==> config.mk <==
export PLATFORM = sky130hd
export DESIGN_NAME = fetch_unit
export DESIGN_NICKNAME = d
export VERILOG_FILES = /design/src/rtl/rv_fetch_pkg.sv /design/src/rtl/fetch_fifo.sv /design/src/rtl/fetch_unit.sv
export SDC_FILE = /design/constraint.sdc
export NUM_CORES = 1
export LEC_CHECK = 0
export ABC_AREA = 1
export BUFFER_PORTS_ARGS = -buffer_cell sky130_fd_sc_hd__clkbuf_2
export CAP_MARGIN = 15
export CORE_ASPECT_RATIO = 1.75
export CORE_UTILIZATION = 50
export CTS_CLUSTER_SIZE = 25
export DETAILED_ROUTE_END_ITERATION = 10
export HOLD_SLACK_MARGIN = 0.05
export PLACE_DENSITY_LB_ADDON = 0.08
export SETUP_SLACK_MARGIN = 0.02
export SLEW_MARGIN = 5
export SYNTH_ARGS = -nofsm -noshare
export SYNTH_HDL_FRONTEND = slang
export SYNTH_SLANG_ARGS = --single-unit
==> constraint.sdc <==
create_clock -name clk -period 4.2 [get_ports clk]
set_input_delay 0.42 -clock clk [delete_from_list [all_inputs] [get_ports clk]]
set_output_delay 0.42 -clock clk [all_outputs]
set_load 0.01 [all_outputs]
==> src/rtl/rv_fetch_pkg.sv <==
// Shared fetch-stage types and constants.
// Imported by fetch_fifo and fetch_unit.
package rv_fetch_pkg;

    localparam int ILEN = 32;

    localparam logic [ILEN-1:0] NOP_INST =
        32'h0000_0013;

    typedef enum logic {
        BOOT = 1'b0,
        RUN  = 1'b1
    } fetch_state_t;

    typedef struct packed {
        logic [ILEN-1:0] pc;
        logic [ILEN-1:0] inst;
    } fetch_entry_t;

    function automatic logic [ILEN-1:0] pc_inc(
        input logic [ILEN-1:0] pc
    );
        return pc + 32'd4;
    endfunction

endpackage

==> src/rtl/fetch_fifo.sv <==
// Prefetch FIFO of {pc, inst} entries.
// Flush wins over push and pop.
module fetch_fifo
    import rv_fetch_pkg::*;
#(
    parameter  int DEPTH = 2,
    localparam int AW    = $clog2(DEPTH),
    localparam int CW    = AW + 1
) (
    input  logic         clk,
    input  logic         rst,
    input  logic         push,
    input  fetch_entry_t wdata,
    input  logic         pop,
    input  logic         flush,
    output fetch_entry_t head,
    output logic         valid,
    output logic [CW-1:0] count
);

    fetch_entry_t mem [DEPTH];

    logic [AW-1:0] wptr;
    logic [AW-1:0] rptr;

    always_ff @(posedge clk) begin
        if (push && !flush) begin
            mem[wptr] <= wdata;
        end
    end

    always_ff @(posedge clk) begin
        if (rst || flush) begin
            wptr  <= '0;
            rptr  <= '0;
            count <= '0;
        end else begin
            if (push) begin
                wptr <= wptr + 1'b1;
            end
            if (pop) begin
                rptr <= rptr + 1'b1;
            end
            count <= count + CW'(push)
                           - CW'(pop);
        end
    end

    assign head  = mem[rptr];
    assign valid = (count != '0);

endmodule

==> src/rtl/fetch_unit.sv <==
// RV32 instruction-fetch stage with prefetch FIFO.
// Optional counters: define FETCH_PERF_EN.
module fetch_unit
    import rv_fetch_pkg::*;
#(
    parameter logic [31:0] RESET_PC   = 32'h0,
    parameter int          FIFO_DEPTH = 2
) (
    input  logic        clk,
    input  logic        rst,
    input  logic        i_stall,
    input  logic        i_redirect,
    input  logic [31:0] i_redirect_pc,
    output logic        o_imem_req,
    output logic [31:0] o_imem_addr,
    input  logic        i_imem_gnt,
    input  logic        i_imem_rvalid,
    input  logic [31:0] i_imem_rdata,
`ifdef FETCH_PERF_EN
    output logic [31:0] o_perf_fetched,
    output logic [31:0] o_perf_dropped,
`endif
    output logic        o_f_valid,
    output logic [31:0] o_f_pc,
    output logic [31:0] o_f_inst
);

    localparam int CW = $clog2(FIFO_DEPTH) + 1;

    fetch_state_t state;
    fetch_state_t state_nxt;

    logic [31:0]   fetch_pc;
    logic [31:0]   resp_pc;
    logic [CW-1:0] outstanding;
    logic [CW-1:0] drop_cnt;
    logic [CW-1:0] count;
    logic [CW:0]   inflight;

    logic         run;
    logic         credit;
    logic         req;
    logic         acc;
    logic         rsp;
    logic         drop_now;
    logic         push;
    logic         pop;
    logic         f_valid;
    fetch_entry_t head;
    fetch_entry_t wdata;
    logic [31:0]  redir_pc;

    logic unused_pc_lsb;
    assign unused_pc_lsb = ^i_redirect_pc[1:0];

    assign redir_pc = {i_redirect_pc[31:2], 2'b00};

    always_comb begin
        state_nxt = state;
        unique case (state)
            BOOT: state_nxt = RUN;
            RUN:  state_nxt = RUN;
            default: state_nxt = BOOT;
        endcase
    end

    // Buffered plus in-flight words never exceed FIFO_DEPTH,
    // so a returning word always has a free slot.
    assign inflight = {1'b0, count}
                    + {1'b0, outstanding};
    assign credit   = inflight
                    < (CW+1)'(FIFO_DEPTH);

    assign run      = (state == RUN);
    assign req      = run && !i_redirect && credit;
    assign acc      = req && i_imem_gnt;
    assign rsp      = run && i_imem_rvalid;
    assign drop_now = rsp
                   && (i_redirect || drop_cnt != '0);
    assign push     = rsp && !drop_now;
    assign pop      = f_valid && !i_stall
                   && !i_redirect;

    assign wdata.pc   = resp_pc;
    assign wdata.inst = i_imem_rdata;

    always_ff @(posedge clk) begin
        if (rst) begin
            state       <= BOOT;
            fetch_pc    <= RESET_PC;
            resp_pc     <= RESET_PC;
            outstanding <= '0;
            drop_cnt    <= '0;
        end else begin
            state       <= state_nxt;
            outstanding <= outstanding + CW'(acc)
                                       - CW'(rsp);
            unique case (1'b1)
                i_redirect: fetch_pc <= redir_pc;
                acc:        fetch_pc <= pc_inc(fetch_pc);
                default:    fetch_pc <= fetch_pc;
            endcase
            if (i_redirect) begin
                resp_pc <= redir_pc;
            end else if (push) begin
                resp_pc <= pc_inc(resp_pc);
            end
            // Everything still in flight at a redirect
            // belongs to the old path.
            if (i_redirect) begin
                drop_cnt <= outstanding - CW'(rsp);
            end else if (rsp && drop_cnt != '0) begin
                drop_cnt <= drop_cnt - 1'b1;
            end
        end
    end

    fetch_fifo #(
        .DEPTH (FIFO_DEPTH)
    ) u_fifo (
        .clk   (clk),
        .rst   (rst),
        .push  (push),
        .wdata (wdata),
        .pop   (pop),
        .flush (i_redirect),
        .head  (head),
        .valid (f_valid),
        .count (count)
    );

`ifdef FETCH_PERF_EN
    always_ff @(posedge clk) begin
        if (rst) begin
            o_perf_fetched <= '0;
            o_perf_dropped <= '0;
        end else begin
            o_perf_fetched <= o_perf_fetched
                            + 32'(push);
            o_perf_dropped <= o_perf_dropped
                + 32'(drop_now)
                + (i_redirect ? 32'(count) : 32'd0);
        end
    end
`endif

    assign o_imem_req  = req;
    assign o_imem_addr = fetch_pc;
    assign o_f_valid   = f_valid;
    assign o_f_pc      = f_valid ? head.pc : 32'h0;
    assign o_f_inst    = f_valid ? head.inst
                                 : NOP_INST;

endmodule

* Word level (Yosys, flattened, before mapping)
Memories as Yosys holds them, arrays and structs flattened. A register that Yosys moved wholly into a read port is not among the register bits.
Cells that the tools add are included.
** Word-level totals
- Output and inout port bits :: 98
- Flip-flop bits (word level) :: 73
- Bits in latches :: 0
- Memories kept :: 1
- Memory bits (read-only) :: 0
- Bits in writable memories :: 128
** Memories
- u_fifo.mem :: words 2, bits a word 64, rd ports 1, clocked after memory_dff 1, write ports 1, line fetch_fifo.sv:21 : fetch_entry_t mem [DEPTH];
** Cells by class
- Equality and inequality tests :: 0
- Multipliers :: 0
- Magnitude comparators :: 1
- Mux-type cells :: 12
- Shift-type cells :: 0
- Add/subtract/negate cells :: 11
- Reduce and logical (&&, ||, !) cells :: 21
- Bitwise logic cells :: 0
- Div/mod/pow operators :: 0
** Operators by type and width (number)
- 2-to-1 mux 32 bit :: 4
- adder 32 x 3 -> 32 bit (second input constant) :: 2
- case mux 32 bit (2 select lines) :: 1
- logical AND 1 bit :: 10
- nonzero test 2 bit :: 5
- subtractor 2 x 1 -> 2 bit :: 3
- 2-to-1 mux 1 bit :: 5
- adder 2 x 1 -> 2 bit :: 2
- 2-to-1 mux 2 bit :: 2
- adder 2 x 2 -> 3 bit :: 1
- zero test 1 bit :: 3
- less-than comparator 3 x 2 -> 1 bit (second input constant) :: 1
- adder 1 bit (second input constant) :: 2
- logical OR 1 bit :: 2
- OR reduction 2 bit :: 1
- subtractor 2 x 1 -> 2 bit (second input constant) :: 1

* Logic depth before layout (Yosys ltp)
- Depth after elaboration :: 8
- Mapped depth :: 13
- Depth with buffers taken out :: 11

* Cells and area by module
Synthesis repeated with hierarchy kept, for this count alone.
** Second synthesis, totals
- Cell total of the unflattened synthesis :: 1107
- Area, all modules :: 10277.4 µm²
** Modules (own cells, without submodules)
- fetch_fifo :: times used 1, area an instance 5149.9 µm², cells an instance 228, sequential area each 3943.8 µm²
- fetch_unit :: times used 1, area an instance 5127.4 µm², cells an instance 879, sequential area each 1301.2 µm²

* Worst setup path before layout
No wires, ideal clock.
- Kind :: input-to-reg
- From :: input port i_imem_rvalid
- To :: memory u_fifo.mem[1][0] (netlist name) (enable)
- Data required time :: 3.716 ns
- Buffers on the path :: 0
- Arrival :: 3.337 ns
- Path slack :: 0.380 ns
- Stages :: 4
- Cells stage by stage :: nand2_1 > inv_1 > nand3_4 > nor2_1
** On the way
- Word-level cells in the longest chain between the ends :: 7
** RTL lines
- start: declaration :: line fetch_unit.sv:17 : input logic i_imem_rvalid,
- logical AND 1 bit * :: line fetch_unit.sv:77 : assign rsp = run && i_imem_rvalid;
- logical AND 1 bit :: line fetch_unit.sv:79 : && (i_redirect || drop_cnt != '0);
- zero test 1 bit :: line fetch_unit.sv:80 : assign push = rsp && !drop_now;
- logical AND 1 bit * :: line fetch_unit.sv:80
- logical AND 1 bit * :: line fetch_fifo.sv:27 : if (push && !flush) begin
- 2-to-1 mux 1 bit * :: line fetch_fifo.sv:27
- 2-to-1 mux 1 bit (implied by the code) * :: line fetch_fifo.sv:28 : mem[wptr] <= wdata;
- end: declaration :: line fetch_fifo.sv:21
Mark *: on every way between the ends. The rest lies on a longest branch, timed or not.

* Final worst setup path
- From :: register u_fifo.count[0]
- To :: output port o_f_pc[22]
** On the way
- Word-level cells in the longest chain between the ends :: 2
** RTL lines
- start: declaration :: line fetch_fifo.sv:18 : output logic [CW-1:0] count
- start signal: assignment :: line fetch_fifo.sv:44 : count <= count + CW'(push)
- nonzero test 2 bit :: line fetch_fifo.sv:50 : assign valid = (count != '0);
- 2-to-1 mux 32 bit :: line fetch_unit.sv:150 : assign o_f_pc = f_valid ? head.pc : 32'h0;
- end: declaration :: line fetch_unit.sv:24 : output logic [31:0] o_f_pc,
Every way passes these cells.

==> impl_metrics.csv <==
group,metric,value,unit
clock_network,post_cts_buffers,0,
setup_path,required,3780,ps
finish,filler_cell_count,1705,
global_routing,grt_pass1_wl,36090,um
sta,worst_pin_slew,1122,ps
setup_path,cp-startpoint,"u_fifo.count[0]",
floorplan,dieArea,0.01911,mm^2
synthesis,ys_types,34,
floorplan,dieHeight,182.1,um
finish,nets,1351,
synthesis,synth_compound_area_share,10.66,%
global_routing,grt.total_usage,24.34,%
clock_network,cts_tree,"yes",
floorplan,io_pins,168,
power,p_total,4.081,mW
finish,final_cell_mix,"393 x nand2_1, 161 x clkbuf_2, 124 x edfxtp_1, 118 x a21oi_1, 105 x inv_1",
synthesis,yosysTopAreaCellShare,40.16,%
route,drcViolationCount,0,
placed_design,portBuffers,161,
sta,hold_violations,0,
setup_path,path_depth,4,
synthesis,synth_seq_cells,194,
synthesis,synth_area_leaders,"edfxtp_1 40%, nand2_1 16%, dfxtp_1 15%, a21oi_1 6.4%, inv_1 4.3%",
synthesis,synthCells,1124,
placed_design,dp_slack,1687,ps
sta,relSlewSlack,25.17,%
finish,drive_above_1_share,18.13,%
setup_path,r2r_cells,11,
clock_network,cts.sinks,194,
placed_design,globalplace.congestion,0.8487,
power,ir_worst_vdd,0.2460,mV
sta,setup_ws,1598,ps
global_routing,grt_pass1_vias,7328,
floorplan,num_rows,65,
setup_path,crit_chain,"nor2_4, buf_4, a21oi_1, clkbuf_2",
clock_network,h-tree-depth,4,
clock_network,path_clk_slew,70,ps
synthesis,synth_top_family_by_area,"simple AND/OR/NAND/NOR gates",
synthesis,syn_avg_cell_area,8.249,um^2
setup_path,critPathCaptureType,"output port",
sta,setup_tns,0,ps
placed_design,dp_hpwl,16200,um
min_path,holdPathStages,1,
run,cap_violations,0,
sta,clock.fmax,0.3844,GHz
finish,finalNonFillerCells,1519,
setup_path,worstPathArrival,2180,ps
setup_path,cp-endpoint,"o_f_pc[22]",
setup_path,slowest_stage,"nor2_4",
setup_path,cp_top_family,"buffers and inverters",
route,dr.pass1.iters,4,
setup_path,r2r_end,"o_imem_addr[17]",
global_routing,antenna_found_initial,0,
floorplan,start_util,51.35,%
setup_path,worst-r2r-setup-slack,1670,ps
synthesis,seq_area_frac_synth,55.28,%
clock_network,clock_path_buffers,2,
synthesis,syn-cell-area,0.009271,mm^2
setup_path,path_class,"reg -> out",
route,drt_iter0_drc,389,
min_path,min_path_type,"in -> reg",
clock_network,clock_latency,430,ps
synthesis,yosys.area_share.simple,24.90,%
clock_network,cts_buffers,17,
route,routed_via_density,5.140,
sta,drv_slew,0,
sta,finalSetupViolCount,0,
min_path,min_from,"i_imem_rdata[14]",
sta,rsz0062_at_grt,"false",
synthesis,yosys.area.top_type,"edfxtp_1",
route,routedWlPerCell,14.94,um
synthesis,synthXorXnorAreaFrac,1.228,%
power,power.density,374.7,mW/mm^2
synthesis,synthAdderAreaFrac,1.296,%
synthesis,muxShareOfSynthArea,0,%
floorplan,fp.coreArea,0.01805,mm^2
route,wirelength,22700,um
setup_path,start_kind,"flip-flop",
placed_design,dpl.cell_count,1487,
outcome,status,"finished, final reports clean",
clock_network,cts-root-buf,"clkbuf_16",
finish,n_antenna_cell,0,
global_routing,grt-ovfl-total,0,
floorplan,die_w,104.9,um
route,num_vias,7808,
power,power_leakage,4.482,nW
clock_network,cts_resized,0,
setup_path,cp_max_fo,32,
setup_path,rr_startpoint,"u_fifo.count[0]",
setup_path,cpPeakStageDelay,600,ps
sta,fin_crit,2602,ps
finish,layout_commonest_cell,"nand2_1",
synthesis,yosysWarnings,0,
route,detail-route-antenna-nets,0,
sta,fin_crit_sh,61.94,%
sta,skew,10.50,ps
finish,area_growth,17.49,%
clock_network,cts_hold_buffers,0,
global_routing,grt_start_max_net_pins,63,
setup_path,cp_num_buf_inv,2,
stage by stage:
step / hold slack (ps) / util [%] / area [um^2]
floorplan: 447.8 / - / 9283
global placement: 481.5 / 57.04 / 10300
detailed placement: 494.1 / 57.04 / 10300
finish: 178.8 / 60.33 / 10890
global route: 162.4 / 60.33 / 10890
CTS: 160.8 / 60.33 / 10890
where the power goes:
part           switching, mW  total (mW)  internal, mW
Sequential            0.0633        2.15          2.09
Clock                  0.740        1.63         0.894
Combinational          0.185       0.296         0.111
Total                  0.988        4.08          3.09
worst register-to-register path, cell delays in order (launching register included):
cell and delay [ps]:
dfxtp_1 410, nand2_1 70, inv_1 70, fa_1 400, inv_1 80, nand4_1 300, nand2_1 580, inv_1 250
nand2_1 110, nand2_1 50, inv_1 50, a21oi_1 50
cell usage after synthesis:
cell type,n
fa_1,1
clkbuf_1,26
or2_2,2
nor3_1,4
o21ai_1,10
o21a_1,7
o21ai_0,29
o211ai_1,1
o22ai_1,6
a21oi_1,118
a21boi_0,3
nand2_2,4
buf_1,1
dfxtp_1,70
nor2_2,13
nand4_1,5
nor2_1,85
inv_1,105
nand3_1,48
nand3_4,1
xor2_1,9
a31oi_1,12
conb_1,1
xnor2_1,4
nand2_1,393
nor2_4,2
a211oi_1,1
ha_1,8
buf_2,12
nand3b_1,6
inv_2,5
buf_4,5
and2_1,3
edfxtp_1,124
kinds of logic after synthesis:
family,after synthesis
other cells,1
flops,194
fa+ha+maj,9
compound gates,187
xor+xnor,13
simple gates,566
buf+inv,154
per-layer routing:
layer / track usage, % / up-vias / part of all wire, %
li1: - / 3957 / -
met1: 27.27 / 3598 / 39
met2: 44.98 / 209 / 53
met3: 3.214 / 44 / 4.1
met4: 11.94 / 0 / 3.6
met5: 0 / - / 0
final cells by class:
type | instances | area, um^2 | area share, %
repair buffers | 170 | 898.4 | 8.247
clock inverters | 15 | 168.9 | 1.551
clock buffers | 17 | 425.4 | 3.905
well taps | 234 | 292.8 | 2.688
inverters | 110 | 412.9 | 3.791
multi-input cells | 779 | 3568 | 32.76
flip-flops and latches | 194 | 5126 | 47.06
sequential cells by signal (all words and copies together), names as in the netlist, named ones only:
| signal | flops |
|---|---|
| o_imem_addr | 30 |
| u_fifo.count | 2 |
| u_fifo.mem | 124 |
| u_fifo.wptr | 1 |
| resp_pc | 30 |
| drop_cnt | 2 |
| u_fifo.rptr | 1 |
| run | 1 |
| outstanding | 2 |
how the worst min path moves through the flow:
stage,slack [ps],to
floorplan,450,u_fifo.mem[0][63]
global placement,480,u_fifo.rptr
detailed placement,490,flip-flop
CTS,160,u_fifo.mem[1][14]
global route,160,u_fifo.mem[0][14]
finish,180,u_fifo.mem[1][14]
No activity file was read; power rests on OpenSTA's default activity.
